--- config.mk ---
export PLATFORM = sky130hd
export DESIGN_NAME = reg_read_scoreboard
export DESIGN_NICKNAME = d
export VERILOG_FILES = /design/src/rtl/rf_pkg.sv /design/src/rtl/rf_scoreboard.sv /design/src/rtl/reg_read_scoreboard.sv
export SDC_FILE = /design/constraint.sdc
export NUM_CORES = 1
export LEC_CHECK = 0
export ABC_AREA = 1
export BUFFER_PORTS_ARGS = -buffer_cell sky130_fd_sc_hd__buf_4
export CAP_MARGIN = 20
export CORE_MARGIN = 2
export CORE_UTILIZATION = 30
export DETAILED_ROUTE_END_ITERATION = 7
export GPL_TIMING_DRIVEN = 0
export PLACE_DENSITY = 0.43
export SKIP_CTS_REPAIR_TIMING = 1
export SYNTH_ARGS = -nofsm -noshare
export SYNTH_HDL_FRONTEND = slang
export SYNTH_SLANG_ARGS = --single-unit
export TNS_END_PERCENT = 30
--- constraint.sdc ---
create_clock -name clk -period 1.1 [get_ports clk]
set_input_delay 0.055 -clock clk [delete_from_list [all_inputs] [get_ports clk]]
set_output_delay 0.055 -clock clk [all_outputs]
set_load 0.02 [all_outputs]
--- src/rtl/rf_pkg.sv ---
// Shared register-file constants and types.
package rf_pkg;
  localparam int DATA_W   = 16;
  localparam int NUM_REGS = 8;

  typedef logic [2:0] reg_idx_t;

  localparam reg_idx_t R7 = 3'd7;
endpackage

--- src/rtl/rf_scoreboard.sv ---
// Pending-write scoreboard: busy bits, set/clear priority and
// read hazard detection.
module rf_scoreboard
  import rf_pkg::*;
#(
  parameter int NUM_REGS = rf_pkg::NUM_REGS
) (
  input  logic                clk,
  input  logic                rst_n,
  input  logic                rd_en1,
  input  reg_idx_t            rd_sel1,
  input  logic                rd_en2,
  input  reg_idx_t            rd_sel2,
  input  logic                fwd1,
  input  logic                fwd2,
  input  logic                issue_valid,
  input  reg_idx_t            issue_reg,
  input  logic                wb_en,
  input  reg_idx_t            wb_reg,
  output logic                stall,
  output logic [NUM_REGS-1:0] busy
);

  logic [NUM_REGS-1:0] busy_q;
  logic [NUM_REGS-1:0] busy_d;
  logic                haz1;
  logic                haz2;
  logic                accept;

  always_comb begin
    haz1   = rd_en1 & busy_q[rd_sel1] & ~fwd1;
    haz2   = rd_en2 & busy_q[rd_sel2] & ~fwd2;
    stall  = haz1 | haz2;
    accept = issue_valid & ~stall;
  end

  // Set after clear: a newer write is still outstanding.
  always_comb begin
    busy_d = busy_q;
    for (int n = 0; n < NUM_REGS; n++) begin
      if (wb_en && wb_reg == reg_idx_t'(n)) begin
        busy_d[n] = 1'b0;
      end
      if (accept && issue_reg == reg_idx_t'(n)) begin
        busy_d[n] = 1'b1;
      end
    end
  end

  always_ff @(posedge clk) begin
    if (!rst_n) begin
      busy_q <= '0;
    end else begin
      busy_q <= busy_d;
    end
  end

  assign busy = busy_q;

endmodule

--- src/rtl/reg_read_scoreboard.sv ---
// Register array with two read ports, one write-back port and a
// pending-write scoreboard. Optional forwarding: RF_BYPASS_EN.
module reg_read_scoreboard
  import rf_pkg::*;
#(
  parameter int DATA_W   = rf_pkg::DATA_W,
  parameter int NUM_REGS = rf_pkg::NUM_REGS
) (
  input  logic                clk,
  input  logic                rst_n,
  input  logic                rd_en1,
  input  logic [2:0]          rd_sel1,
  input  logic                rd_en2,
  input  logic [2:0]          rd_sel2,
  output logic [DATA_W-1:0]   rd_data1,
  output logic [DATA_W-1:0]   rd_data2,
  input  logic                issue_valid,
  input  logic [2:0]          issue_reg,
  input  logic                wb_en,
  input  logic [2:0]          wb_reg,
  input  logic [DATA_W-1:0]   wb_data,
  output logic                stall,
  output logic [NUM_REGS-1:0] busy
);

  logic [DATA_W-1:0] regs_q [NUM_REGS];
  logic [DATA_W-1:0] regs_d [NUM_REGS];
  logic              fwd1;
  logic              fwd2;

  always_comb begin
    for (int n = 0; n < NUM_REGS; n++) begin
      regs_d[n] = regs_q[n];
    end
    if (wb_en) begin
      regs_d[wb_reg] = wb_data;
    end
  end

  always_ff @(posedge clk) begin
    if (!rst_n) begin
      for (int n = 0; n < NUM_REGS; n++) begin
        regs_q[n] <= '0;
      end
    end else begin
      for (int n = 0; n < NUM_REGS; n++) begin
        regs_q[n] <= regs_d[n];
      end
    end
  end

`ifdef RF_BYPASS_EN
  always_comb begin
    fwd1     = wb_en & (wb_reg == rd_sel1);
    fwd2     = wb_en & (wb_reg == rd_sel2);
    rd_data1 = fwd1 ? wb_data : regs_q[rd_sel1];
    rd_data2 = fwd2 ? wb_data : regs_q[rd_sel2];
  end
`else
  always_comb begin
    fwd1     = 1'b0;
    fwd2     = 1'b0;
    rd_data1 = regs_q[rd_sel1];
    rd_data2 = regs_q[rd_sel2];
  end
`endif

  rf_scoreboard #(
    .NUM_REGS(NUM_REGS)
  ) u_sb (
    .clk        (clk),
    .rst_n      (rst_n),
    .rd_en1     (rd_en1),
    .rd_sel1    (rd_sel1),
    .rd_en2     (rd_en2),
    .rd_sel2    (rd_sel2),
    .fwd1       (fwd1),
    .fwd2       (fwd2),
    .issue_valid(issue_valid),
    .issue_reg  (issue_reg),
    .wb_en      (wb_en),
    .wb_reg     (wb_reg),
    .stall      (stall),
    .busy       (busy)
  );

endmodule

* After elaboration in Yosys (flattened, before gate mapping)
Memories as Yosys holds them, arrays and structs flattened.
Index checks and enable logic that the tools add are counted.
** Operators by class
- Reductions and logical operators :: 27
- Bitwise operators :: 14
- Magnitude comparators :: 4
- Multiply operators :: 0
- Divide/modulo/power cells :: 0
- Multiplexer cells :: 34
- Add/subtract/negate cells :: 0
- Shift operators :: 0
- Equality and inequality tests :: 14
** Operators with widths (number)
- 2-to-1 mux 16 bit :: 9
- bitwise mux 128 bit :: 1
- 2-to-1 mux 128 bit :: 1
- demux 16 bit (select 3 bit) :: 1
- == test 3 bit (second input constant) :: 8
- 2-to-1 mux 1 bit :: 20
- logical AND 1 bit :: 17
- nonzero test 2 bit :: 8
- == test 3 x 2 -> 1 bit (second input constant) :: 4
- OR 1 bit :: 9
- less-than comparator 3 x 4 -> 1 bit (second input constant) :: 2
- binary-select mux 1 bit (select 3 bit) :: 2
- == test 3 x 1 -> 1 bit (second input constant) :: 2
- zero test 3 bit :: 2
- >= comparator 4 bit (second input constant) :: 1
- less-than comparator 4 x 1 -> 1 bit (second input constant) :: 1
- NOT 3 -> 4 bit :: 1
- bitwise AND 1 bit :: 3
- NOT 1 bit :: 1
** Storage, ports and cells
- Bits in writable memories :: 128
- Output and inout bits :: 41
- Memories :: 1
- Register bits after elaboration :: 8
- Word-level logic and storage cells :: 102
- Latch bits :: 0
- ROM bits :: 0
- Input port bits :: 34
** Memories
- regs_q :: depth 8, bits a word 16, read ports 10, clocked after memory_dff 0, write ports 8, line reg_read_scoreboard.sv:26 : logic [DATA_W-1:0] regs_q [NUM_REGS];

* Depth between registers and ports, before layout
- Depth after elaboration :: 8
- Depth in mapped cells :: 8
- Mapped depth without buffers :: 7

* Hierarchy
A second synthesis with hierarchy kept.
** Second synthesis, totals
- Cell total of the unflattened synthesis :: 1396
- Area, all modules :: 8021.4 um2
** Modules (own cells, without submodules)
- reg_read_scoreboard :: sequential area each 2562.5 um2, times used 1, cells an instance 1294, area each 7408.4 um2
- rf_scoreboard :: sequential area each 160.2 um2, times used 1, cells an instance 102, area each 613.1 um2

* Least setup slack after synthesis
Ideal clock, no wire load.
- Path kind :: flip-flop to flip-flop
- Start point :: reg u_sb.busy_q[3] (netlist: u_sb.busy[3])
- End point :: reg u_sb.busy_q[0] (netlist: u_sb.busy[0])
- Data required time :: 0.977 ns
- Buffers on the path :: 0
- Arrival :: 1.036 ns
- Setup time :: 0.123 ns
- Clock period less this slack :: 1.159 ns
- Stages on the path, launching flop included :: 8
- Path slack :: -0.059 ns
- Path through :: dfxtp_1 -> inv_1 -> nand2_1 -> nand3_1 -> nand3_1 -> nand3_2 -> nand4_1 -> a21oi_1
** Between the ends
- Word-level cells in the longest chain between the ends :: 8
- Elaborated cells between the ends (all ways) :: 12
- Those cells by class :: 5 x mux; 5 x bitwise; 2 x reduce/logical
** RTL lines
- start, declared :: line rf_scoreboard.sv:24 : logic [NUM_REGS-1:0] busy_q;
- start signal, assigned :: line rf_scoreboard.sv:54 : busy_q <= busy_d;
- binary-select mux 1 bit (select 3 bit), on equally long branches :: line rf_scoreboard.sv:31, rf_scoreboard.sv:32
- 2-to-1 mux 1 bit, on equally long branches :: line rf_scoreboard.sv:31, rf_scoreboard.sv:32
- bitwise AND 1 bit, on equally long branches :: line rf_scoreboard.sv:31, rf_scoreboard.sv:32
- OR 1 bit * :: line rf_scoreboard.sv:33 : stall = haz1 | haz2;
- NOT 1 bit * :: line rf_scoreboard.sv:34 : accept = issue_valid & ~stall;
- bitwise AND 1 bit * :: line rf_scoreboard.sv:34
- logical AND 1 bit * :: line rf_scoreboard.sv:44 : if (accept && issue_reg == reg_idx_t'(n)) begin
- 2-to-1 mux 1 bit or nonzero test 2 bit (tied branches)
Mark *: on every way between the ends. The rest lies on a longest branch, timed or not. The select of a mux whose other input is x is not followed.
A chain may end at the register's enable or synchronous reset.

==> flow_summary.yaml <==
critical_path:
  reg2reg_depth: 8
  r2r_end: "u_sb.busy[5]"
  critPathArrivalTime_ps: 1530
  rr_startpoint: "u_sb.busy[2]"
  critPathMaxFanout: 3
  setup.worst_path.end: "rd_data1[6]"
  required_ps: 1040
  cp-end-kind: "primary output"
  startpoint: "regs_q[7][6]"
  startpoint_type: "flop"
  crit_type: "flop to primary output"
  r2r_slack_ps: -90
cts:
  clkLatencyLatePin_ps: 430
  clock_sinks: 136
  cts-buffers-inserted: 17
  root_buffer: "clkbuf_16"
  cts_tree: "done"
  htree_num_levels: 4
  ctsLongestPathBuffers: 2
  clkTransAtPathRegs_ps: 60
timing:
  setup_viol: 41
  hold_slack_ps: -23.4
  fin_crit_sh: 1.44
  slew_headroom: 0.463
  min_period_ps: 1580
  fmax_ghz: 0.631
  hold_viol: 13
  finClkSkew_ps: 2.82
  timing.final.ws_setup_ps: -484
  tightest_slew_ps: 805
  rsz0062_at_grt: "true"
  final-max-slew-violation-count: 0
die:
  die-area_um2: 24800
  core-area_um2: 23300
  dieWidth_um: 157
  rows: 56
  start_util: 0.304
  boundaryPins: 75
  die_y_um: 157
power_and_ir_drop:
  power_density_nw_per_um2: 1470
  max-vdd-ir-drop_uv: 840
  power.total_w: 0.0136
  p_leak_nw: 3.61
global_route:
  first_global_vias: 7376
  grt_usage: 0.256
  grt_pass1_wl_um: 46800
  grt_max_degree: 17
  globalRouteOverflowTotal: 0
  antenna_found_initial: 1
detailed_routing:
  vias_per_cell: 5.23
  first_pass_iters: 5
  drc: 0
  ant_nets: 0
  wl_per_cell_um: 21.1
  postRouteWirelength_um: 31600
  drtIter0Drc: 642
  vias: 7816
synth:
  ys_warn_count: 0
  synth_area_um2: 7060
  synth-seq-area-share: 0.386
  synthesis.nets: 1095
  yosys.cell_types.count: 24
  netlist_instances: 1061
  avgSynthCellArea_um2: 6.65
  synth-seq-cells: 136
finish:
  num_antenna_cells: 0
  register_area_um2: 2770
  multi_input_area_um2: 4070
  layout_commonest_cell: "nor2_1"
  fin_nets: 1199
  final_cell_mix: "198 x nor2_1, 153 x o21ai_0, 103 x dfxtp_1"
  fill_cells: 2564
  drive_gt1_frac: 0.264
  area_growth_pct: 31.3
outcome:
  violations: "hold timing, setup timing"
  run_status: "complete, but fails checks"
worst_hold_path:
  hp-class: "input port to flop"
placed_design:
  io_buffers: 68
  dpl.hpwl_um: 22700
  place_congestion: 0.862
run:
  cap_violations: 0
## layout make-up
type                       count  share of cell area
buffer                        82              0.0464
clock buffer                  19              0.0489
clock inverter                11              0.0161
inverter                      79              0.0331
multi-input combinational    764               0.439
sequential                   136               0.299
tap                          319              0.0431
timing repair buffer          85              0.0741
## per-layer routing
layer | share of wire | track usage | wire, µm | up-vias
met4 | 0.016 | 0.0688 | 517 | 0
met3 | 0.065 | 0.0449 | 2050 | 36
li1 | - | - | - | 3823
met2 | 0.45 | 0.395 | 14100 | 288
met1 | 0.47 | 0.368 | 14900 | 3669
met5 | 0 | 0 | 0 | -
## worst min-delay path by stage
stage,from,end,slack [ps],cells after the start
2_1_floorplan,wb_data[0],regs_q[7][0],190,2
3_3_place_gp,wb_data[15],regs_q[2][15],380,3
3_5_place_dp,wb_data[15],regs_q[2][15],380,3
4_1_cts,wb_data[15],regs_q[2][15],-60,3
5_1_grt,wb_data[8],regs_q[6][8],-0.1,3
6_report,issue_valid,u_sb.busy[1],-20,3
## worst max-delay path, cell delays in order, from the launching register on
cell     delay [ps]
dfxtp_1         370
nor2_1           80
o21ai_2         130
a21oi_2          80
a31oi_2         250
buf_4           190
## metrics by stage
step                area [µm²]  setup WS (ps)  std cells   util  setup TNS [ps]
floorplan                 7080          -56.7       1061      -           -1090
global placement          7990           -670       1448  0.343          -42040
detailed placement        7990           -685       1448  0.343          -41830
CTS                       8590           -685       1478  0.369          -19270
global route              9270           -538       1495  0.398          -17580
finish                    9270           -484       1495  0.398          -15070
## cell families after synthesis
group,after synthesis,share of synthesized area
flip-flops,136,0.386
AND/OR/NAND/NOR,323,0.184
buffers and inverters,161,0.0998
AO/OA/AOI/OAI,441,0.331
## Yosys cell counts (all sizes together)
cell type / number / area (µm²)
nor2: 203 / 790
buf: 43 / 253
dfxtp: 136 / 2720
nand3: 13 / 75.1
nand4: 8 / 50.1
o21ai: 256 / 1280
nor3: 8 / 40.0
clkbuf: 39 / 155
inv: 77 / 289
clkinv: 2 / 7.51
a21oi: 120 / 601
nand2: 91 / 344
o211ai: 33 / 253
a31oi: 32 / 200
## power breakdown
| group | internal (W) | switching (W) |
|---|---|---|
| Clock | 0.00366 | 0.00237 |
| Combinational | 0.000784 | 0.00160 |
| Sequential | 0.00510 | 0.000102 |
## state kept, by name (all words and copies together), names as in the netlist
register,flops
regs_q,128
u_sb.busy,8
(Power assumes the default switching activity.)
